File: config.mk
export PLATFORM = sky130hd
export DESIGN_NAME = prim_arb_skid
export DESIGN_NICKNAME = d
export VERILOG_FILES = /design/src/rtl/prim_arb_skid.sv
export SDC_FILE = /design/constraint.sdc
export NUM_CORES = 1
export LEC_CHECK = 0
export ABC_AREA = 1
export CAP_MARGIN = 0
export CELL_PAD_IN_SITES_DETAIL_PLACEMENT = 0
export CELL_PAD_IN_SITES_GLOBAL_PLACEMENT = 1
export CORE_ASPECT_RATIO = 1.2
export CORE_MARGIN = 1.5
export CORE_UTILIZATION = 35
export DETAILED_ROUTE_END_ITERATION = 7
export PLACE_DENSITY = 0.77
export SYNTH_ARGS = -nofsm -noshare
export SYNTH_HDL_FRONTEND = slang
export SYNTH_SLANG_ARGS = --single-unit
File: constraint.sdc
create_clock -name clk_i -period 1.42 [get_ports clk_i]
set_input_delay 0.142 -clock clk_i [delete_from_list [all_inputs] [get_ports clk_i]]
set_output_delay 0.142 -clock clk_i [all_outputs]
set_load 0.005 [all_outputs]
File: src/rtl/prim_arb_skid.sv
// rtl/prim_arb_skid.sv - two-entry registered skid buffer between an arbiter and its consumer
module prim_arb_skid #(
  parameter int DW   = 32,
  parameter int IdxW = 3
) (
  input  logic            clk_i,
  input  logic            rst_i,
  input  logic            flush_i,
  input  logic            valid_i,
  output logic            ready_o,
  input  logic [DW-1:0]   data_i,
  input  logic [IdxW-1:0] idx_i,
  output logic            valid_o,
  input  logic            ready_i,
  output logic [DW-1:0]   data_o,
  output logic [IdxW-1:0] idx_o,
  output logic [1:0]      count_o
);

  typedef enum logic [1:0] {
    EMPTY = 2'd0,
    ONE   = 2'd1,
    FULL  = 2'd2
  } state_e;

  state_e          state_q, state_d;
  logic            valid_q, ready_q;
  logic [DW-1:0]   head_data_q, skid_data_q;
  logic [IdxW-1:0] head_idx_q, skid_idx_q;
  logic            push, pop;
  logic            load_head_in, load_head_skid, load_skid;

  // Handshakes use only registered ready/valid, so no input reaches an output.
  assign push = valid_i & ready_q;
  assign pop  = valid_q & ready_i;

  assign ready_o = ready_q;
  assign valid_o = valid_q;
  assign data_o  = head_data_q;
  assign idx_o   = head_idx_q;
  assign count_o = state_q;

  // Next occupancy and which storage register captures what; flush suppresses every load.
  always_comb begin
    state_d        = state_q;
    load_head_in   = 1'b0;
    load_head_skid = 1'b0;
    load_skid      = 1'b0;
    if (flush_i) begin
      state_d = EMPTY;
    end else begin
      case (state_q)
        EMPTY: begin
          if (push) begin
            load_head_in = 1'b1;
            state_d      = ONE;
          end
        end
        ONE: begin
          if (push && pop) begin
            load_head_in = 1'b1;
          end else if (push) begin
            load_skid = 1'b1;
            state_d   = FULL;
          end else if (pop) begin
            state_d = EMPTY;
          end
        end
        FULL: begin
          if (pop) begin
            load_head_skid = 1'b1;
            state_d        = ONE;
          end
        end
        default: state_d = EMPTY;
      endcase
    end
  end

  // State, registered handshake outputs and payload storage; reset beats flush and traffic.
  always_ff @(posedge clk_i) begin
    if (rst_i) begin
      state_q     <= EMPTY;
      valid_q     <= 1'b0;
      ready_q     <= 1'b1;
      head_data_q <= '0;
      head_idx_q  <= '0;
      skid_data_q <= '0;
      skid_idx_q  <= '0;
    end else begin
      state_q <= state_d;
      valid_q <= (state_d != EMPTY);
      ready_q <= (state_d != FULL);
      if (load_head_in) begin
        head_data_q <= data_i;
        head_idx_q  <= idx_i;
      end else if (load_head_skid) begin
        head_data_q <= skid_data_q;
        head_idx_q  <= skid_idx_q;
      end
      if (load_skid) begin
        skid_data_q <= data_i;
        skid_idx_q  <= idx_i;
      end
    end
  end

endmodule

==> impl_results.md <==
- Status: finished clean
- Hold path start: data_i[3]
- Critical path fanouts, max: 4
- Area after DPL: 4444 um^2
- FF/Latch Area: 1489 um^2
- Pre-CTS setup slack: -202.5 ps
- Final Cycle Share: 96.69%
- Pwr Density: 1109 nW/um^2
- Grt ovf: 0
- Number of hold buffers added after CTS: 0
- Final Util: 50.05%
- Filler instances: 986
- Die height: 111.9 um
- Top delay family on crit path: buffers and inverters
- Hold Crit Class: input port to register
- Final setup violation count: 0
- Seq/Total Area, Yosys: 42.87%
- Crit path required time: 1280 ps
- Vias in the first global route: 3174
- Yosys cell types: 24
- Largest net degree at the start of global routing: 38
- Drt drc: 0
- Hold Path Depth: 3
- Final Hold Vio Count: 0
- Hold worst-path end: skid_data_q[3]
- Synth warn: 0
- DP Wirelength: 6262 um
- CP endpoint kind: output port
- Initial drt markers: 178
- Slew @ Worst Pin: 237.6 ps
- Leak pwr: 1.924 nW
- Pwr Total: 5.311 mW
- Slew Viols, Final: 0
- Setup CP Type: register to output port
- Peak supply drop: 0.6712 mV
- DRT antenna net count: 0
- Share of cells above drive strength 1: 11.71%
- Diodes inserted: 0
- CP cell instances: clkdlybuf4s50_1
- Most common cell after layout, fill and taps aside: nor2_1
- Rel. slew slack: 84.16%
- Core footprint: 9564 um^2
- 1st-pass router iterations: 4
- Crit path time final: 1373 ps
- Total die area: 10480 um^2
- Final Cell Area: 4787 um^2
- CTS tree: done
- Crit-path slowest cell: clkdlybuf4s50_1
- Synthesis-to-finish area growth: 38.52%
- Largest stage delay on the critical path: 510 ps
- Via count: 3343
- Worst path bufs/invs: 1
- WP data arrival: 1230 ps
- Buffers on Ports: 78
- Worst Setup Slack, final: 46.96 ps
- Die width: 93.71 um
- CTS sink cnt: 74
- Final Net Count: 608
- Skew-Pair Late Insertion Delay: 330 ps
- Initial Utilization: 36.13%
- Cells after synthesis: 488
- Via/cell ratio: 4.810
- CTS HTree Levels: 3
- Worst reg-to-reg path cell count: 8
- Mapped Nets: 528
- Post-Route WL: 9340 um
- Routed WL per cell: 13.44 um
- First-pass GRT wire length: 15550 um
- Max Freq: 728.3 MHz
- IO Count: 79
- Clock Skew: 8.526 ps
- Bufs on Longest Clock Path: 2
- Row count: 39
- Hold_ws: 471.1 ps
- Total CTS buffers: 9
- Reg-to-reg slack, setup: 110 ps
- Reg-to-reg endpoint: data_o[31]
- Max-cap violations: 0
- Routability cong.: 0.7512
- FF+latch count, synth: 74
- Commonest non-fill, non-tap cells in the layout: nor2_1 (167), clkdlybuf4s50_1 (77), dfxtp_1 (72), nand4_1 (70), inv_1 (39)
- GRT Overall Usage: 18.55%
- Syn avg cell area: 7.082 um^2
- Reg clk slew, reported paths: 60 ps
- Mapped cell area: 3456 um^2
- Initial antenna violation count: 0
- CTS root buffer: clkbuf_16
- R2R Path Start: ready_o
- RSZ-0062 raised after global routing: false
- CP Launch Type: register
- Multi-input gate area: 1589 um^2
-- where the power goes --
group / leakage, nW / switching [mW] / internal [mW]
clock: 0.145 / 0.858 / 1.53
sequential: 0.603 / 0.0401 / 2.15
combinational: 1.18 / 0.370 / 0.362
total: 1.92 / 1.27 / 4.04
-- worst max path at each step --
stage | slack (ps) | endpoint | depth (start not counted) | startpoint
6_report | 50 | count_o[1] | 1 | count_o[1]
5_1_grt | 10 | data_o[2] | 8 | ready_o
4_1_cts | 7 | count_o[0] | 2 | count_o[0]
3_5_place_dp | -200 | data_o[9] | 8 | ready_i
3_3_place_gp | -170 | data_o[1] | 8 | ready_i
2_1_floorplan | 120 | data_o[12] | 8 | count_o[1]
-- metal layers --
layer | GRT usage, % | up-vias | part of all wire [%]
met1 | 24.46 | 1485 | 46
met5 | 0 | - | 0
met4 | 7.164 | 0 | 0.93
met2 | 30.48 | 108 | 48
met3 | 2.527 | 7 | 4.9
li1 | - | 1743 | -
-- flip-flops by register name, summed over array words and instances (netlist names) --
register and cells:
count_o 2, skid_data_q 32, ready_o 1, idx_o 3, skid_idx_q 3, valid_o 1, data_o 32
-- repair_timing --
action | CTS | global route
gates resized for setup | 3 | 5
setup buffers | 1 | 1
setup endpoints to repair | 2 | 50
cloned | 0 | 0
-- layout make-up --
class | count | area share (%)
Multi-Input combinational cell | 333 | 33.19
Timing Repair Buffer | 107 | 22.63
Clock inverter | 5 | 1.673
Clock buffer | 10 | 4.783
Sequential cell | 74 | 31.10
Tap cell | 123 | 3.215
Inverter | 43 | 3.398
-- kinds of logic after synthesis --
logic type / count (synthesis) / synth area share, %
compound gates: 39 / 6.191
buf+inv: 81 / 11.22
flops: 74 / 42.87
simple gates: 293 / 39.46
xor+xnor: 1 / 0.2535
-- per-stage QoR --
| stage | setup TNS [ps] | std cells |
|---|---|---|
| global route | 0 | 695 |
| floorplan | 0 | 488 |
| detailed placement | -11790 | 678 |
| global placement | -9858 | 678 |
| CTS | 0 | 694 |
| finish | 0 | 695 |
-- synthesized netlist by cell type, drive strengths merged --
cell type,n,area share [%]
clkbuf,12,1.3
clkinv,2,0.25
dfxtp,74,43
a21oi,1,0.14
o21ai,36,5.2
nand4,71,13
o31ai,1,0.62
nand3,4,0.72
xnor2,1,0.25
o211ai,1,0.22
nand2,39,4.6
inv,41,4.5
buf,26,5.2
nor2,179,21
No activity file was read; power rests on OpenSTA's default activity.
